`src/rtl/chroma_job_ctrl.sv`:
```
// Job scheduler for the chroma datapath: splits one copy job into chunks and
// sequences write-mover arm, read-mover arm and beat drain for each chunk.
module chroma_job_ctrl #(
  parameter int unsigned ADDR_WIDTH  = 64,
  parameter int unsigned DATA_WIDTH  = 64,
  parameter int unsigned CHUNK_BYTES = 128,
  parameter int unsigned TIMEOUT     = 1024,
  parameter int unsigned CNT_WIDTH   = 16
) (
  input  logic                  clk,
  input  logic                  rst,
  input  logic                  cmd_valid,
  output logic                  cmd_ready,
  input  logic [ADDR_WIDTH-1:0] cmd_src,
  input  logic [ADDR_WIDTH-1:0] cmd_dst,
  input  logic [ADDR_WIDTH-1:0] cmd_len,
  output logic                  rd_valid,
  input  logic                  rd_ready,
  output logic [ADDR_WIDTH-1:0] rd_src,
  output logic [ADDR_WIDTH-1:0] rd_len,
  output logic                  wr_valid,
  input  logic                  wr_ready,
  output logic [ADDR_WIDTH-1:0] wr_dest,
  input  logic                  out_beat,
  output logic                  busy,
  output logic                  done,
  output logic                  err,
  output logic [1:0]            err_code,
  output logic [CNT_WIDTH-1:0]  chunks_done
);

  localparam int unsigned BEAT_BYTES = DATA_WIDTH / 8;
  localparam int unsigned BEAT_SHIFT = $clog2(BEAT_BYTES);

  localparam logic [1:0] ERR_NONE    = 2'd0;
  localparam logic [1:0] ERR_BAD_LEN = 2'd1;
  localparam logic [1:0] ERR_TIMEOUT = 2'd2;

  typedef enum logic [2:0] {
    S_IDLE,
    S_ISSUE_WR,
    S_ISSUE_RD,
    S_WAIT,
    S_ADVANCE
  } state_t;

  state_t                state_q;
  logic [ADDR_WIDTH-1:0] src_q;
  logic [ADDR_WIDTH-1:0] dst_q;
  logic [ADDR_WIDTH-1:0] rem_q;
  logic [CNT_WIDTH-1:0]  beat_cnt_q;
  logic [CNT_WIDTH-1:0]  tmo_q;

  logic                  cmd_ready_q;
  logic                  rd_valid_q;
  logic [ADDR_WIDTH-1:0] rd_src_q;
  logic [ADDR_WIDTH-1:0] rd_len_q;
  logic                  wr_valid_q;
  logic [ADDR_WIDTH-1:0] wr_dest_q;
  logic                  busy_q;
  logic                  done_q;
  logic                  err_q;
  logic [1:0]            err_code_q;
  logic [CNT_WIDTH-1:0]  chunks_done_q;

  logic [ADDR_WIDTH-1:0] chunk_len_c;
  logic [CNT_WIDTH-1:0]  beat_tgt_c;
  logic                  len_bad_c;
  logic                  last_chunk_c;
  logic                  wait_exit_c;
  logic                  beat_take_c;

  // Current chunk geometry, derived from the bytes still to move.
  always_comb begin
    chunk_len_c  = (rem_q < ADDR_WIDTH'(CHUNK_BYTES)) ? rem_q : ADDR_WIDTH'(CHUNK_BYTES);
    beat_tgt_c   = CNT_WIDTH'(chunk_len_c >> BEAT_SHIFT);
    last_chunk_c = (rem_q == chunk_len_c);
    len_bad_c    = (cmd_len == '0) || ((cmd_len & ADDR_WIDTH'(BEAT_BYTES - 1)) != '0);
    wait_exit_c  = (beat_cnt_q == beat_tgt_c) && wr_ready;
    beat_take_c  = out_beat && (beat_cnt_q < beat_tgt_c);
  end

  always_ff @(posedge clk or posedge rst) begin
    if (rst) begin
      state_q       <= S_IDLE;
      src_q         <= '0;
      dst_q         <= '0;
      rem_q         <= '0;
      beat_cnt_q    <= '0;
      tmo_q         <= '0;
      cmd_ready_q   <= 1'b1;
      rd_valid_q    <= 1'b0;
      rd_src_q      <= '0;
      rd_len_q      <= '0;
      wr_valid_q    <= 1'b0;
      wr_dest_q     <= '0;
      busy_q        <= 1'b0;
      done_q        <= 1'b0;
      err_q         <= 1'b0;
      err_code_q    <= ERR_NONE;
      chunks_done_q <= '0;
    end else begin
      done_q <= 1'b0;
      err_q  <= 1'b0;
      unique case (state_q)
        S_IDLE: begin
          if (cmd_valid) begin
            src_q         <= cmd_src;
            dst_q         <= cmd_dst;
            rem_q         <= cmd_len;
            chunks_done_q <= '0;
            if (len_bad_c) begin
              err_q      <= 1'b1;
              err_code_q <= ERR_BAD_LEN;
            end else begin
              err_code_q  <= ERR_NONE;
              busy_q      <= 1'b1;
              cmd_ready_q <= 1'b0;
              wr_valid_q  <= 1'b1;
              wr_dest_q   <= cmd_dst;
              state_q     <= S_ISSUE_WR;
            end
          end
        end

        // Writer is armed first so converter output always has a sink.
        S_ISSUE_WR: begin
          if (wr_ready) begin
            wr_valid_q <= 1'b0;
            rd_valid_q <= 1'b1;
            rd_src_q   <= src_q;
            rd_len_q   <= chunk_len_c;
            state_q    <= S_ISSUE_RD;
          end
        end

        S_ISSUE_RD: begin
          if (rd_ready) begin
            rd_valid_q <= 1'b0;
            beat_cnt_q <= '0;
            tmo_q      <= '0;
            state_q    <= S_WAIT;
          end
        end

        // Drain: all beats seen and the writer back to idle.
        S_WAIT: begin
          if (wait_exit_c) begin
            chunks_done_q <= chunks_done_q + CNT_WIDTH'(1);
            done_q        <= last_chunk_c;
            state_q       <= S_ADVANCE;
          end else if (beat_take_c) begin
            beat_cnt_q <= beat_cnt_q + CNT_WIDTH'(1);
            tmo_q      <= '0;
          end else if (tmo_q == CNT_WIDTH'(TIMEOUT - 1)) begin
            err_q       <= 1'b1;
            err_code_q  <= ERR_TIMEOUT;
            busy_q      <= 1'b0;
            cmd_ready_q <= 1'b1;
            state_q     <= S_IDLE;
          end else begin
            tmo_q <= tmo_q + CNT_WIDTH'(1);
          end
        end

        S_ADVANCE: begin
          src_q <= src_q + chunk_len_c;
          dst_q <= dst_q + chunk_len_c;
          rem_q <= rem_q - chunk_len_c;
          if (last_chunk_c) begin
            busy_q      <= 1'b0;
            cmd_ready_q <= 1'b1;
            state_q     <= S_IDLE;
          end else begin
            wr_valid_q <= 1'b1;
            wr_dest_q  <= dst_q + chunk_len_c;
            state_q    <= S_ISSUE_WR;
          end
        end

        default: state_q <= S_IDLE;
      endcase
    end
  end

  assign cmd_ready   = cmd_ready_q;
  assign rd_valid    = rd_valid_q;
  assign rd_src      = rd_src_q;
  assign rd_len      = rd_len_q;
  assign wr_valid    = wr_valid_q;
  assign wr_dest     = wr_dest_q;
  assign busy        = busy_q;
  assign done        = done_q;
  assign err         = err_q;
  assign err_code    = err_code_q;
  assign chunks_done = chunks_done_q;

endmodule
```
`config.mk`:
```
export PLATFORM = sky130hd
export DESIGN_NAME = chroma_job_ctrl
export DESIGN_NICKNAME = d
export VERILOG_FILES = /design/src/rtl/chroma_job_ctrl.sv
export SDC_FILE = /design/constraint.sdc
export NUM_CORES = 1
export LEC_CHECK = 0
export ABC_AREA = 0
export CAP_MARGIN = 10
export CORE_ASPECT_RATIO = 1.75
export CORE_UTILIZATION = 30
export CTS_CLUSTER_DIAMETER = 200
export CTS_CLUSTER_SIZE = 28
export DETAILED_ROUTE_END_ITERATION = 8
export PLACE_DENSITY = 0.49
export SKIP_LAST_GASP = 1
export SLEW_MARGIN = 20
export SYNTH_ARGS = -nofsm -noshare
export SYNTH_HDL_FRONTEND = slang
export SYNTH_SLANG_ARGS = --single-unit
```
`constraint.sdc`:
```
create_clock -name clk -period 20.7 [get_ports clk]
set_input_delay 2.07 -clock clk [delete_from_list [all_inputs] [get_ports clk]]
set_output_delay 2.07 -clock clk [all_outputs]
set_load 0.05 [all_outputs]
```
==> metrics.md, run 1 <==
| Metric | Value |
|---|---|
| PortBufs | `413` |
| Crit path capture type | `flop` |
| P_leak | `14.4 nW` |
| Fin Setup TNS | `0 ps` |
| Ys Warns | `0` |
| Final WL | `97.5 mm` |
| Tmin final | `6450 ps` |
| I/O Pins | `414` |
| FP Rows | `145` |
| Post-CTS Resized | `0` |
| Unique masters post-synth | `77` |
| Num Clock Sinks | `443` |
| Tot GR Track Use | `20.9%` |
| Status | `complete, no violations` |
| Startpoint Class | `flop` |
| CTS buffer count | `19` |
| Required @ worst endpoint | `21,210 ps` |
| Max Fclk | `155 MHz` |
| Placed cells | `4,855` |
| Longest Clk Path Bufs | `3` |
| Cts hold-fix bufs | `0` |
| Synthesized-area fraction occupied by adder cells | `6.86%` |
| Vias in the first global route | `25.1k` |
| Worst-margin pin slew | `1000 ps` |
| DIE HEIGHT | `400 µm` |
| Multi-input combinational cell area | `15,800 µm²` |
| Peak supply drop | `0.0000967 V` |
| DRC violations left | `0` |
| Post-route setup slack | `14,250 ps` |
| H-tree depth | `1` |
| Layout area overhead | `23.0%` |
| Syn Area/Cell | `8.29 µm²` |
| Post-Syn Instances | `3,283` |
| Gpl congestion | `0.907` |
| Clk root buf | `clkbuf_16` |
| CTS tree | `built` |
| Antenna violations before repair | `23` |
| Final setup fails | `0` |
| Critical Path AT | `6970 ps` |
| Worst slack at placement | `14,260 ps` |
| Grt ovf | `0` |
| FF+latch area | `11,100 µm²` |
| DRT iter0 DRCs | `1,519` |
| Critical path peak fanout | `19` |
| Synth Register Bits | `443` |
| Cell area after synthesis | `27,200 µm²` |
| Worst-skew pair later-pin latency | `580 ps` |
| Non-Filler Instances | `4,891` |
| Register clock-pin slew on the reported worst setup and hold paths | `130 ps` |
| Compound-Gate Fraction of Synth Area | `20.2%` |
| Hold Violations, Final | `0` |
| EDFF count, synth | `0` |
| RSZ-0062 raised after global routing | `false` |
| Share of layout cells above drive strength 1 | `2.81%` |
| Total power divided by cell area | `140 nW/µm²` |
| Register area share after synthesis | `40.7%` |
| Slew Limit Fails | `0` |
| Via/cell ratio | `5.14` |
| Via count | `25.1k` |
| Synth Area in Simple Gates | `22.9%` |
| Largest family of logic cells by synthesized area | `simple AND/OR/NAND/NOR gates` |
| First-pass GRT wire length | `151 mm` |
| Hold WC Path Type | `flop to flop` |
| Synth Area in XOR/XNOR | `4.28%` |
| Top FF cell, synth | `dfrtp_1` |
| Core area | `89,600 µm²` |
| Critical path class | `flop to flop` |
| Fillers | `9,419` |
| DRT Pass-1 Iters | `5` |
| HPWL after detailed placement | `73.4 mm` |
| Starting Density | `30.4%` |
| Relative slew slack | `33.3%` |
| Largest net degree at the start of global routing | `131` |
| Post-synthesis mux area share | `1.87%` |
| Setup Fix Bufs, Post-CTS | `0` |
| Max cap viols | `0` |
| Routed len/inst | `19.9 µm` |
| Fin nets | `4,046` |
| Antenna violation net count after detailed routing | `0` |
| DIE AREA | `92,000 µm²` |
| Final worst path period share | `31.2%` |
| Skew final | `23.9 ps` |
| Chip width | `230 µm` |
| Async SR Flop Fraction | `100%` |
Yosys cell counts, types with 22 or more instances:
master    instances  area share, %
a21oi_1         299            5.5
buf_1            24           0.33
ha_1            146            6.7
or3_1            22           0.51
a31oi_1          91            2.1
clkbuf_1        135            1.9
mux2i_1          43            1.6
and3_1           41           0.94
a311oi_1         28           0.90
nand3_1          68            1.3
a21o_1           58            1.6
o21ai_0         210            3.9
nor2b_1          24           0.55
and2_1           77            1.8
xnor2_1          81            2.6
nand2b_1         25           0.57
o21bai_1         23           0.63
nor4_1           31           0.71
nor2_1          367            5.1
dfrtp_1         442             41
nand2_1         593            8.2
xor2_1           52            1.7
nand4_1          53            1.2
a211oi_1         29           0.80
inv_1            58           0.80
nor3_1           48           0.88
logic make-up (layout without fill, tap and decap cells):
group	after synthesis	in the layout
fa+ha+maj	148	148
xor+xnor	133	133
mux	50	50
other cells	2	131
buf+inv	225	528
flops	443	443
compound gates	893	893
simple gates	1389	1389
flip-flops by register name, indices dropped and copies added, names as in the netlist:
name	flops
beat_cnt_q	16
busy	1
chunks_done	16
cmd_ready	1
done	1
dst_q	64
err	1
err_code	2
rd_len	64
rd_src	64
rd_valid	1
rem_q	64
src_q	64
state_q	3
tmo_q	16
wr_dest	64
wr_valid	1
cell type report:
type | count | share of cell area (%)
multi-input cells | 2735 | 47.2
clock inverters | 1 | 0.0224
repair buffers | 443 | 13.1
inverters | 58 | 0.673
well taps | 1176 | 4.40
clock buffers | 26 | 1.50
diodes | 9 | 0.0673
flip-flops and latches | 443 | 33.1
per-layer routing:
| metal | routed length (µm) | vias up | track usage (%) |
|---|---|---|---|
| met3 | 4870 | 127 | 3.22 |
| li1 | - | 12300 | - |
| met4 | 3260 | 32 | 6.99 |
| met1 | 41000 | 12000 | 25.8 |
| met2 | 48200 | 625 | 36.7 |
| met5 | 199 | - | 0 |
worst max-delay path, cell delays in order (launching register included):
cell and delay, ps:
dfrtp_1 460, or4_4 590, or4_4 460, or4_4 460
nor3_4 580, nand2_1 200, inv_1 170, ha_1 300
a21oi_1 200, o21ai_0 170, a2111oi_0 490, buf_4 210
o21ba_2 170, a31oi_1 190, a31oi_1 530, o21ai_0 400
a31oi_1 440, nand4_1 140, a31oi_1 190
path summary, 6_finish.rpt:
check                           start          to  slack, ps  cells after the start
max                         rem_q[54]   src_q[60]      14250                     18
min                        rd_src[30]  rd_src[30]        480                      2
max reg2reg                 rem_q[54]   src_q[60]      14250                     18
min reg2reg                rd_src[30]  rd_src[30]        480                      2
max in group asynchronous         rst  rd_src[42]      17380                      3
min in group asynchronous         rst   src_q[32]       1940                      2
cells in the final DEF (no fill, tap or decap), drive strengths merged, types with 25 or more instances in the layout:
cell type,n
and2,78
a21oi,300
mux2i,43
nand4,53
and3,41
a31oi,91
nor2,368
nand2,593
nand3,68
o21ai,210
a21o,58
buf,30
conb,122
a211oi,29
xor2,52
dfrtp,442
nor3,50
clkbuf,26
a311oi,28
clkdlybuf4s50,413
xnor2,81
ha,146
nor4,32
nand2b,25
inv,58
metrics by stage:
stage               hold slack [ps]  utilization, %  cell area [µm²]  power [W]
floorplan                       460               -            27700    0.00335
global placement                458            36.8            32900    0.00415
detailed placement              462            36.8            32900    0.00415
CTS                             491            37.3            33500    0.00466
global route                    506            37.3            33500    0.00505
finish                          482            37.4            33500    0.00468
power by group:
part           total [W]  internal [W]  switching [W]
clock network   0.000478      0.000173       0.000305
logic            0.00274       0.00100        0.00174
registers        0.00146       0.00118       0.000278
Note: power is estimated with default switching activity, not from simulation.
==> inputs of run 2 (changes only) <==
==> constraint.sdc (replaced) <==
create_clock -name clk -period 6.15 [get_ports clk]
set_input_delay 0.615 -clock clk [delete_from_list [all_inputs] [get_ports clk]]
set_output_delay 0.615 -clock clk [all_outputs]
set_load 0.05 [all_outputs]
==> run 2 against run 1 <==
Effect of this change:
- sequential share of layout area decreased by 0.090 points
- maximum frequency rose by 10%
- critical path depth increased by 1
==> metrics.md, run 2 (synthesized netlist as in run 1, its figures left out) <==
| Metric | Value |
|---|---|
| Status | `complete, no violations` |
| Most common cell after layout, fill and taps aside | `nand2_1` |
| Tot Pwr | `0.0157 W` |
| I/O Pins | `414` |
| Longest Clk Path Bufs | `3` |
| H-tree depth | `1` |
| Starting Density | `30.4%` |
| P_leak | `14.4 nW` |
| Antenna violations before repair | `28` |
| Critical path class | `flop to flop` |
| Chip width | `230 µm` |
| Hold_sp | `rd_src[31]` |
| Clk root buf | `clkbuf_16` |
| Num Clock Sinks | `443` |
| Critical Path Max Stage Delay | `590 ps` |
| Via count | `25.1k` |
| RSZ-0062 raised after global routing | `false` |
| Layout area overhead | `23.4%` |
| Register clock-pin slew on the reported worst setup and hold paths | `130 ps` |
| DRT Pass-1 Iters | `7` |
| Required @ worst endpoint | `6680 ps` |
| Fin nets | `4,054` |
| Most frequent cells in the layout | `nand2_1 (591), dfrtp_1 (442), clkdlybuf4s50_1 (413)` |
| Hold WS | `486 ps` |
| Critical path peak fanout | `9` |
| Relative slew slack | `17.8%` |
| Slew Limit Fails | `0` |
| Worst path cell trace | `or4_4, or4_4, or4_4, nor3_4, buf_12, and2_1, ha_1, fa_1, a21o_1, a31o_2, o221ai_1, a2111oi_0, buf_4, inv_1, a211o_1, o31a_1, o21ai_0, mux2_2, nand3_1` |
| Critical Path AT | `6380 ps` |
| Worst-skew pair later-pin latency | `600 ps` |
| Fin Setup TNS | `0 ps` |
| First-pass GRT wire length | `148 mm` |
| Skew final | `29.9 ps` |
| Critical R2R Launch | `rem_q[54]` |
| Routed len/inst | `19.6 µm` |
| Tot GR Track Use | `20.4%` |
| R2R Setup Slk | `300 ps` |
| Antenna violation net count after detailed routing | `0` |
| Most used cell along the critical path | `or4_4` |
| Crit path capture type | `flop` |
| DIE AREA | `92,000 µm²` |
| CTS buffer count | `19` |
| Placed cells | `4,861` |
| Final worst path period share | `95.1%` |
| Vias in the first global route | `25.0k` |
| Total power divided by cell area | `466 nW/µm²` |
| Startpoint Class | `flop` |
| Largest net degree at the start of global routing | `132` |
| Grt ovf | `0` |
| Hold depth | `2` |
| Worst hold path endpoint | `rd_src[31]` |
| DIE HEIGHT | `400 µm` |
| PortBufs | `413` |
| Share of layout cells above drive strength 1 | `3.02%` |
| Final WL | `95.8 mm` |
| FP Rows | `145` |
| Worst-margin pin slew | `1220 ps` |
| DRC violations left | `0` |
| Hold Violations, Final | `0` |
| CTS tree | `built` |
| Peak supply drop | `0.000280 V` |
| Non-Filler Instances | `4,893` |
| Tmin final | `5850 ps` |
| Max Fclk | `171 MHz` |
| HPWL after detailed placement | `72.1 mm` |
| CP max stage cell | `or4_4` |
| Max cap viols | `0` |
| Hold WC Path Type | `flop to flop` |
| Via/cell ratio | `5.13` |
| Cells on worst reg2reg path | `19` |
| Cts hold-fix bufs | `0` |
| Core area | `89,600 µm²` |
| Reg-to-reg endpoint | `wr_dest[58]` |
| Gpl congestion | `0.903` |
| DRT iter0 DRCs | `1,417` |
| Final setup fails | `0` |
## run 2: critical path, delay by kind of cell (launching register included)
kind | cells | cell delay [ps]
AND/OR/NAND/NOR | 6 | 2070
buffers and inverters | 3 | 450
flip-flops | 1 | 460
AO/OA/AOI/OAI | 7 | 1970
multiplexers | 1 | 390
adder cells (fa/ha/maj) | 2 | 440
## run 2: report_power, final
part,switching [W],internal (W)
sequential,0.000900,0.00397
clock,0.00103,0.000565
combinational,0.00579,0.00340
## run 2: how the worst max path moves through the flow
stage,cells past startpoint,slack [ps],from,to
finish,19,300,rem_q[54],wr_dest[58]
CTS,19,80,rem_q[54],src_q[50]
floorplan,1,-450,rst,beat_cnt_q[0]
global placement,19,190,rem_q[54],src_q[58]
detailed placement,19,120,rem_q[54],src_q[58]
global route,19,80,rem_q[54],wr_dest[58]
## run 2: final cells by class
class	instances	area, µm²
timing repair buffer	451	4490
clock inverter	1	7.51
multi-input combinational	2735	15800
inverter	58	221
clock buffer	19	475
fill	9375	56100
antenna	10	25.0
tap	1176	1470
sequential	443	11100
## run 2: timing repair
| item | 4_1_cts | 5_1_grt |
|---|---|---|
| gates resized for setup | 0 | 2 |
| hold endpoints to repair | 0 | 0 |
| setup endpoints to repair | 0 | 12 |
| buffers inserted | 0 | 2 |
## run 2: per-stage QoR
| step | instance area [µm²] | setup WS [ps] | util [%] |
|---|---|---|---|
| 6_report | 33600 | 301 | 37.5 |
| 5_1_grt | 33600 | 75.6 | 37.4 |
| 4_1_cts | 33500 | 82.4 | 37.4 |
| 3_5_place_dp | 33000 | 121 | 36.9 |
| 3_3_place_gp | 33000 | 189 | 36.9 |
| 2_1_floorplan | 27700 | -451 | - |
## run 2: routing by layer
metal | vias to the layer above | track usage, % | routed length, µm
met4 | 34 | 7.52 | 3560
li1 | 12300 | - | -
met3 | 150 | 3.61 | 5240
met5 | - | 0 | 211
met2 | 651 | 36.1 | 47200
met1 | 12000 | 24.5 | 39600
